<file path="src/rtl/iir_pkg.sv">
// Shared definitions for the IIR coefficient controller: default geometry,
// unity-gain constant, FSM state encoding and the coefficient word type.
package iir_pkg;

  localparam int WIDTH   = 16;
  localparam int N_ORDER = 4;
  localparam int UNITY   = 32768;

  typedef enum logic [2:0] {IDLE, CHECK, ARMED, SWAP, FLUSH, RAMP} state_t;

  typedef logic [WIDTH-1:0] coef_t;

endpackage

</file>
<file path="src/rtl/iir_coef_bank.sv">
// Dual-bank coefficient register file: host-written shadow bank, active bank driving
// the filter, and the shadow sum for the gain check. Define COEF_RAMP_EN for ramped updates.
module iir_coef_bank
  import iir_pkg::*;
#(
  parameter int  N_order   = N_ORDER,
  parameter int  Width     = WIDTH,
  parameter int  UNITY     = iir_pkg::UNITY,
  parameter int  RST_A0    = 30000,
  parameter int  RAMP_STEP = 1000,
  localparam int IDX_W     = $clog2(N_order),
  localparam int SUM_W     = Width + $clog2(2*N_order)
) (
  input  logic                     i_clkp,
  input  logic                     i_rst,
  input  logic                     i_wr_en,
  input  logic                     i_wr_sel,
  input  logic [IDX_W-1:0]         i_wr_idx,
  input  logic [Width-1:0]         i_wr_data,
  input  logic                     i_step,
  output logic [Width*N_order-1:0] o_factor_a,
  output logic [Width*N_order-1:0] o_factor_b,
  output logic [SUM_W-1:0]         o_shadow_sum
`ifdef COEF_RAMP_EN
  ,
  output logic                     o_ramp_last
`endif
);

  localparam logic [Width-1:0] RST_A = Width'(RST_A0);
  localparam logic [Width-1:0] RST_B = Width'(UNITY - RST_A0);

  logic [Width-1:0] sh_a  [N_order];
  logic [Width-1:0] sh_b  [N_order];
  logic [Width-1:0] act_a [N_order];
  logic [Width-1:0] act_b [N_order];

`ifdef COEF_RAMP_EN
  localparam logic [Width-1:0] STEP = Width'(RAMP_STEP);

  // Move cur toward tgt by at most STEP; never overshoots, so no wrap is possible.
  function automatic logic [Width-1:0] ramp_to(input logic [Width-1:0] cur,
                                               input logic [Width-1:0] tgt);
    logic [Width-1:0] diff;
    diff = (cur < tgt) ? tgt - cur : cur - tgt;
    if (diff <= STEP) return tgt;
    return (cur < tgt) ? cur + STEP : cur - STEP;
  endfunction

  logic [Width-1:0] nxt_a [N_order];
  logic [Width-1:0] nxt_b [N_order];

  always_comb begin
    o_ramp_last = 1'b1;
    for (int i = 0; i < N_order; i++) begin
      nxt_a[i] = ramp_to(act_a[i], sh_a[i]);
      nxt_b[i] = ramp_to(act_b[i], sh_b[i]);
      if (nxt_a[i] != sh_a[i] || nxt_b[i] != sh_b[i]) o_ramp_last = 1'b0;
    end
  end
`endif

  always_ff @(posedge i_clkp or posedge i_rst) begin
    if (i_rst) begin
      // NOTE: both banks are flops rather than RAM, so every entry has a reset value;
      // a reset mid-commit therefore reverts the shadow bank as well as the active one.
      for (int i = 0; i < N_order; i++) begin
        sh_a[i]  <= (i == 0) ? RST_A : '0;
        sh_b[i]  <= (i == 0) ? RST_B : '0;
        act_a[i] <= (i == 0) ? RST_A : '0;
        act_b[i] <= (i == 0) ? RST_B : '0;
      end
    end else begin
      // NOTE: non-blocking assignments keep every register update order-independent.
      if (i_wr_en) begin
        if (i_wr_sel) sh_b[i_wr_idx] <= i_wr_data;
        else          sh_a[i_wr_idx] <= i_wr_data;
      end
      if (i_step) begin
`ifdef COEF_RAMP_EN
        act_a <= nxt_a;
        act_b <= nxt_b;
`else
        act_a <= sh_a;
        act_b <= sh_b;
`endif
      end
    end
  end

  always_comb begin
    // NOTE: defaults first so no path through this block can infer a latch.
    o_shadow_sum = '0;
    o_factor_a   = '0;
    o_factor_b   = '0;
    for (int i = 0; i < N_order; i++) begin
      o_shadow_sum = o_shadow_sum + SUM_W'(sh_a[i]) + SUM_W'(sh_b[i]);
      o_factor_a[i*Width +: Width] = act_a[i];
      o_factor_b[i*Width +: Width] = act_b[i];
    end
  end

endmodule

</file>
<file path="src/rtl/iir_coef_sched.sv">
// Coefficient scheduler FSM: gain-checked commit, swap at a sample boundary, then flush.
// Define COEF_RAMP_EN to replace the atomic swap + flush by a per-sample ramp.
module iir_coef_sched
  import iir_pkg::*;
#(
  parameter int  N_order     = N_ORDER,
  parameter int  Width       = WIDTH,
  parameter int  UNITY       = iir_pkg::UNITY,
  parameter int  CHECK_UNITY = 1,
  parameter int  RST_A0      = 30000,
  parameter int  FLUSH_CYC   = 4,
  parameter int  RAMP_STEP   = 1000,
  localparam int IDX_W       = $clog2(N_order),
  localparam int SUM_W       = Width + $clog2(2*N_order)
) (
  input  logic                     i_clkp,
  input  logic                     i_rst,
  input  logic                     i_wr_vld,
  output logic                     o_wr_rdy,
  input  logic                     i_wr_sel,
  input  logic [IDX_W-1:0]         i_wr_idx,
  input  logic [Width-1:0]         i_wr_data,
  input  logic                     i_commit,
  input  logic                     i_smp_stb,
  output logic [Width*N_order-1:0] o_factor_a,
  output logic [Width*N_order-1:0] o_factor_b,
  output logic                     o_filter_rstn,
  output logic                     o_busy,
  output logic                     o_swap_done,
  output logic                     o_gain_err,
  output logic [15:0]              o_swap_cnt
);

  localparam int               CNT_W     = (FLUSH_CYC > 1) ? $clog2(FLUSH_CYC) : 1;
  localparam logic [SUM_W-1:0] UNITY_SUM = SUM_W'(UNITY);

  state_t           state;
  logic [CNT_W-1:0] flush_cnt;
  logic [SUM_W-1:0] shadow_sum;
  logic             wr_en;
  logic             bank_step;

  assign wr_en = i_wr_vld && o_wr_rdy;

`ifdef COEF_RAMP_EN
  logic ramp_last;
  assign bank_step = (state == RAMP) && i_smp_stb;
`else
  assign bank_step = (state == SWAP);
`endif

  iir_coef_bank #(
    .N_order   (N_order),
    .Width     (Width),
    .UNITY     (UNITY),
    .RST_A0    (RST_A0),
    .RAMP_STEP (RAMP_STEP)
  ) u_bank (
    .i_clkp       (i_clkp),
    .i_rst        (i_rst),
    .i_wr_en      (wr_en),
    .i_wr_sel     (i_wr_sel),
    .i_wr_idx     (i_wr_idx),
    .i_wr_data    (i_wr_data),
    .i_step       (bank_step),
    .o_factor_a   (o_factor_a),
    .o_factor_b   (o_factor_b),
    .o_shadow_sum (shadow_sum)
`ifdef COEF_RAMP_EN
    ,
    .o_ramp_last  (ramp_last)
`endif
  );

  // Outputs are registered alongside the state, so each transition sets them explicitly.
  always_ff @(posedge i_clkp or posedge i_rst) begin
    if (i_rst) begin
      state         <= IDLE;
      flush_cnt     <= '0;
      o_wr_rdy      <= 1'b1;
      o_busy        <= 1'b0;
      o_swap_done   <= 1'b0;
      o_gain_err    <= 1'b0;
      o_filter_rstn <= 1'b1;
      o_swap_cnt    <= '0;
    end else begin
      o_swap_done <= 1'b0;
      case (state)
        IDLE: begin
          if (i_commit) begin
            state    <= CHECK;
            o_busy   <= 1'b1;
            o_wr_rdy <= 1'b0;
          end
        end
        CHECK: begin
          if (CHECK_UNITY != 0 && shadow_sum != UNITY_SUM) begin
            state      <= IDLE;
            o_gain_err <= 1'b1;
            o_busy     <= 1'b0;
            o_wr_rdy   <= 1'b1;
          end else begin
            state      <= ARMED;
            o_gain_err <= 1'b0;
          end
        end
        ARMED: begin
          if (i_smp_stb) begin
`ifdef COEF_RAMP_EN
            state <= RAMP;
`else
            state <= SWAP;
`endif
          end
        end
        SWAP: begin
          if (FLUSH_CYC > 0) begin
            state         <= FLUSH;
            o_filter_rstn <= 1'b0;
            flush_cnt     <= CNT_W'(FLUSH_CYC - 1);
          end else begin
            state       <= IDLE;
            o_busy      <= 1'b0;
            o_wr_rdy    <= 1'b1;
            o_swap_done <= 1'b1;
            o_swap_cnt  <= o_swap_cnt + 16'd1;
          end
        end
        FLUSH: begin
          if (flush_cnt == '0) begin
            state         <= IDLE;
            o_filter_rstn <= 1'b1;
            o_busy        <= 1'b0;
            o_wr_rdy      <= 1'b1;
            o_swap_done   <= 1'b1;
            o_swap_cnt    <= o_swap_cnt + 16'd1;
          end else begin
            flush_cnt <= flush_cnt - CNT_W'(1);
          end
        end
`ifdef COEF_RAMP_EN
        RAMP: begin
          // The bank takes its last step on this same strobe.
          if (i_smp_stb && ramp_last) begin
            state       <= IDLE;
            o_busy      <= 1'b0;
            o_wr_rdy    <= 1'b1;
            o_swap_done <= 1'b1;
            o_swap_cnt  <= o_swap_cnt + 16'd1;
          end
        end
`endif
        default: begin
          state         <= IDLE;
          o_busy        <= 1'b0;
          o_wr_rdy      <= 1'b1;
          o_filter_rstn <= 1'b1;
        end
      endcase
    end
  end

endmodule

</file>
<file path="config.mk">
export PLATFORM = sky130hd
export DESIGN_NAME = iir_coef_sched
export DESIGN_NICKNAME = d
export VERILOG_FILES = /design/src/rtl/iir_pkg.sv /design/src/rtl/iir_coef_bank.sv /design/src/rtl/iir_coef_sched.sv
export SDC_FILE = /design/constraint.sdc
export NUM_CORES = 1
export LEC_CHECK = 0
export ABC_AREA = 1
export CAP_MARGIN = 15
export CORE_UTILIZATION = 40
export CTS_BUF_LIST = sky130_fd_sc_hd__clkbuf_8
export DETAILED_ROUTE_END_ITERATION = 16
export GPL_ROUTABILITY_DRIVEN = 0
export SETUP_SLACK_MARGIN = 0.5
export SLEW_MARGIN = 10
export SYNTH_ARGS = -nofsm -noshare
export SYNTH_HDL_FRONTEND = slang
export SYNTH_SLANG_ARGS = --single-unit
</file>
<file path="constraint.sdc">
create_clock -name i_clkp -period 10.3 [get_ports i_clkp]
set_input_delay 1.545 -clock i_clkp [delete_from_list [all_inputs] [get_ports i_clkp]]
set_output_delay 1.545 -clock i_clkp [all_outputs]
set_load 0.02 [all_outputs]
</file>
==> summary by stage <==
Global route
The first global-routing pass estimated 58,570 um of wire. Global routing consumed, on the met1 layer, 31.25% of the routing resources. Global routing used 21.21% of the available tracks across all layers.

The global routing stage identified its most utilized layer as met2. Entering global routing, the biggest net connects 185 pins. The via count of the first global-routing pass is 10,210.

The met3 track demand over resource is 3.451%. The total grt overflow is 0. The number of antenna violations at the first check in global routing is 0.

In the global route stage, met2 resource usage came out at 32.02%.

Synth
In this run the biggest area consumer among cell types represents 44.83% of the synthesized area. Counting every net in the synthesized netlist gives 1,548. The average footprint of a synthesized cell is 10.18 um2. The cell count after synthesis came out at 1,404. The fraction of registers with async set or reset after synthesis is 100.0%.

The cell taking the most area after synthesis is sky130_fd_sc_hd__dfrtp_1. The synthesized netlist devotes 7.591% of its cell area to compound gates. The number of synthesized register bits is 282. The most used flip-flop cell after synthesis is sky130_fd_sc_hd__dfrtp_1.

The adder-cell area share of the yosys netlist is 14.66%. The simple logic cell fraction of the synthesized area is 12.73%. The number of enable-type register cells in the synthesized netlist is 0. The synthesized netlist occupies a cell area of 14,290 um2.

By area, the combinational part of the netlist is dominated by adder cells. The register area share after synthesis is 49.61%. Yosys mapped the design onto 41 distinct sky130hd cell types. The share of the synthesized netlist area taken by xor and xnor gates is 1.716%. The multiplexer area fraction after synthesis is 7.328%. In the post-synthesis netlist, the biggest area contributors are sky130_fd_sc_hd__dfrtp_1 45%, sky130_fd_sc_hd__fa_1 11%, sky130_fd_sc_hd__nand2_1 8.3%. The Yosys warning count is 0.

Critical path
The largest single stage delay on the critical path is 550 ps. STA classifies the critical path startpoint as a flop. The slowest stage of the critical path belongs to the cell sky130_fd_sc_hd__fa_1.

The kind of end point of the critical path is a flop. The type of the worst setup path is flop to flop. Data on the critical path is required at its endpoint by 10,800 ps. The highest net fanout along the worst path is 5.

The cell with the most instances on the worst path is sky130_fd_sc_hd__nand2_1. The number of buffer and inverter stages on the critical path is 4. The family with the most delay on the worst path is adder cells. STA puts the critical path data arrival time at 6540 ps.

Clocking
The deepest clock path buffer count is 3. The clock latency on the worst-skew pair is 580 ps. The clock-pin slew reported for the worst setup and hold paths after clock tree synthesis is 60 ps. The number of cells upsized or downsized after cts is 0. The TritonCTS clock tree is yes. The number of levels the H-tree was split into is 2. The number of hold buffers added after CTS is 0.

The clock drives 282 sinks. The number of buffers created by CTS is 48. The total setup buffers inserted after CTS is 0. The root buffer cell chosen for the clock tree is sky130_fd_sc_hd__clkbuf_8.

Floorplan
The floorplan has 68 rows. The floorplan step set the die width to 191.0 um. The initial core utilization is 40.97%. The standard cell core area is 34,880 um2.

The die outline height is 191.0 um. The die covers 36,490 um2. 173 I/O pins were placed.

STA
The upper clock frequency limit is 165.4 MHz. The count of pins over their slew limit is 0. Subtracting the final worst setup slack from the clock period gives 6045 ps. The worst slew margin relative to its limit is 24.79%. The number of endpoints failing setup at the final stage is 0.

The share of the clock period used by the worst path is 58.69%. The number of failing hold endpoints at the final stage is 0. The actual transition at the worst max-transition pin is 1125 ps. Setup repair after global routing left no endpoint under its margin.

The sum of negative setup slack is 0 ps. Across the routed clock network, the largest skew measured is 28.72 ps.

Drt
In the final routed layout, each cell accounts on average for 17.95 um. The total via count after detailed routing is 10,180. In the routed layout, each cell is associated on average with a via count of 4.881.

The residual antenna-violating net count after detailed routing is 0. Summed over all layers, the routed wires come to 37,430 um. In the routed design, unresolved DRC markers number 0. The number of detailed-route iterations in the first pass is 5.

The first routing iteration left 764 violations.

Final layout
The net count of the finished layout is 1,733. The most common library cell in the layout ignoring fill and taps is sky130_fd_sc_hd__nand2_1. The relative area change from synthesis to final layout is 22.67%. The share of layout cells above drive strength 1 is 14.06%. Leaving out fill and tap cells, the most frequent cells in the layout are 315 x sky130_fd_sc_hd__nand2_1, 256 x sky130_fd_sc_hd__dfrtp_1, 200 x sky130_fd_sc_hd__inv_1.

Hold path
The tightest min-delay check is of the flop to flop type.

Flow run
The number of max-cap violations is 0.

Place
The HPWL after detailed placement is 27,240 um. Buffers placed on the I/O ports in this run total 172.

Run status
The run finished with clean final reports.
-- cell usage after synthesis (all sizes together) (2+ instances only) --
library cell and count:
dfrtp 256, nand3 35, fa 79, nor4 2
xnor2 9, o21bai 4, inv 197, a21oi 22
a21boi 2, nand2 320, a211oi 2, nor2 53
dfstp 26, nor3 5, buf 9, xor2 19
nand3b 4, o21ai 177, mux2 93, clkbuf 33
ha 41, nand4 9
-- path summary, 6_finish.rpt --
path	from	slack (ps)	endpoint	cells after the start
setup / recovery	u_bank.sh_b[48]	4250	o_busy	28
hold / removal	o_swap_cnt[15]	470	o_swap_cnt[15]	1
setup reg to reg	u_bank.sh_b[48]	4250	o_busy	28
hold reg to reg	o_swap_cnt[15]	470	o_swap_cnt[15]	1
max in group asynchronous	i_rst	7330	u_bank.sh_a[47]	3
min in group asynchronous	i_rst	1500	u_bank.o_factor_a[35]	2
-- cell families after synthesis --
logic type / count (synthesis)
AOI/OAI and AO/OA: 211
DFF: 282
buffers and inverters: 239
muxes: 93
xor gates and xnor gates: 28
and+or+nand+nor: 431
adders and majority gates: 120
-- registers in the layout, indices dropped and copies added (netlist names) --
register and count:
u_bank.o_factor_b 64, o_filter_rstn 1, o_busy 1, o_swap_done 1, flush_cnt 2, state 3, o_swap_cnt 16, o_gain_err 1
o_wr_rdy 1, u_bank.sh_a 64, u_bank.o_factor_a 64, u_bank.sh_b 64
-- area by class of cell --
cell class	count	area, um2
multi-input cells	883	6299
repair buffers	177	1787
well taps	455	569.3
inverters	197	749.5
clock inverters	23	112.6
fillers	3274	17350
clock buffers	67	922.1
flip-flops and latches	282	7089
diodes	1	2.502
-- per-layer routing --
layer,vias up,part of all wire [%]
li1,4844,-
met1,4971,47
met2,300,44
met3,61,5.9
met4,0,2.6
met5,-,0
-- stage by stage --
stage	area [um2]	util, %	instances	setup slack (ps)	hold slack [ps]
final	17530	50.25	2085	4255	467.7
after global routing	17530	50.25	2084	3781	472.7
after CTS	17500	50.16	2082	4284	469.3
after detailed placement	16460	47.20	1992	4318	461.1
after global placement	16460	47.20	1992	4447	453.9
after floorplan	14290	-	1404	1019	439.6
Power is not shown: default switching activity piles up to over one toggle a cycle in this logic, so the estimate is an artifact.
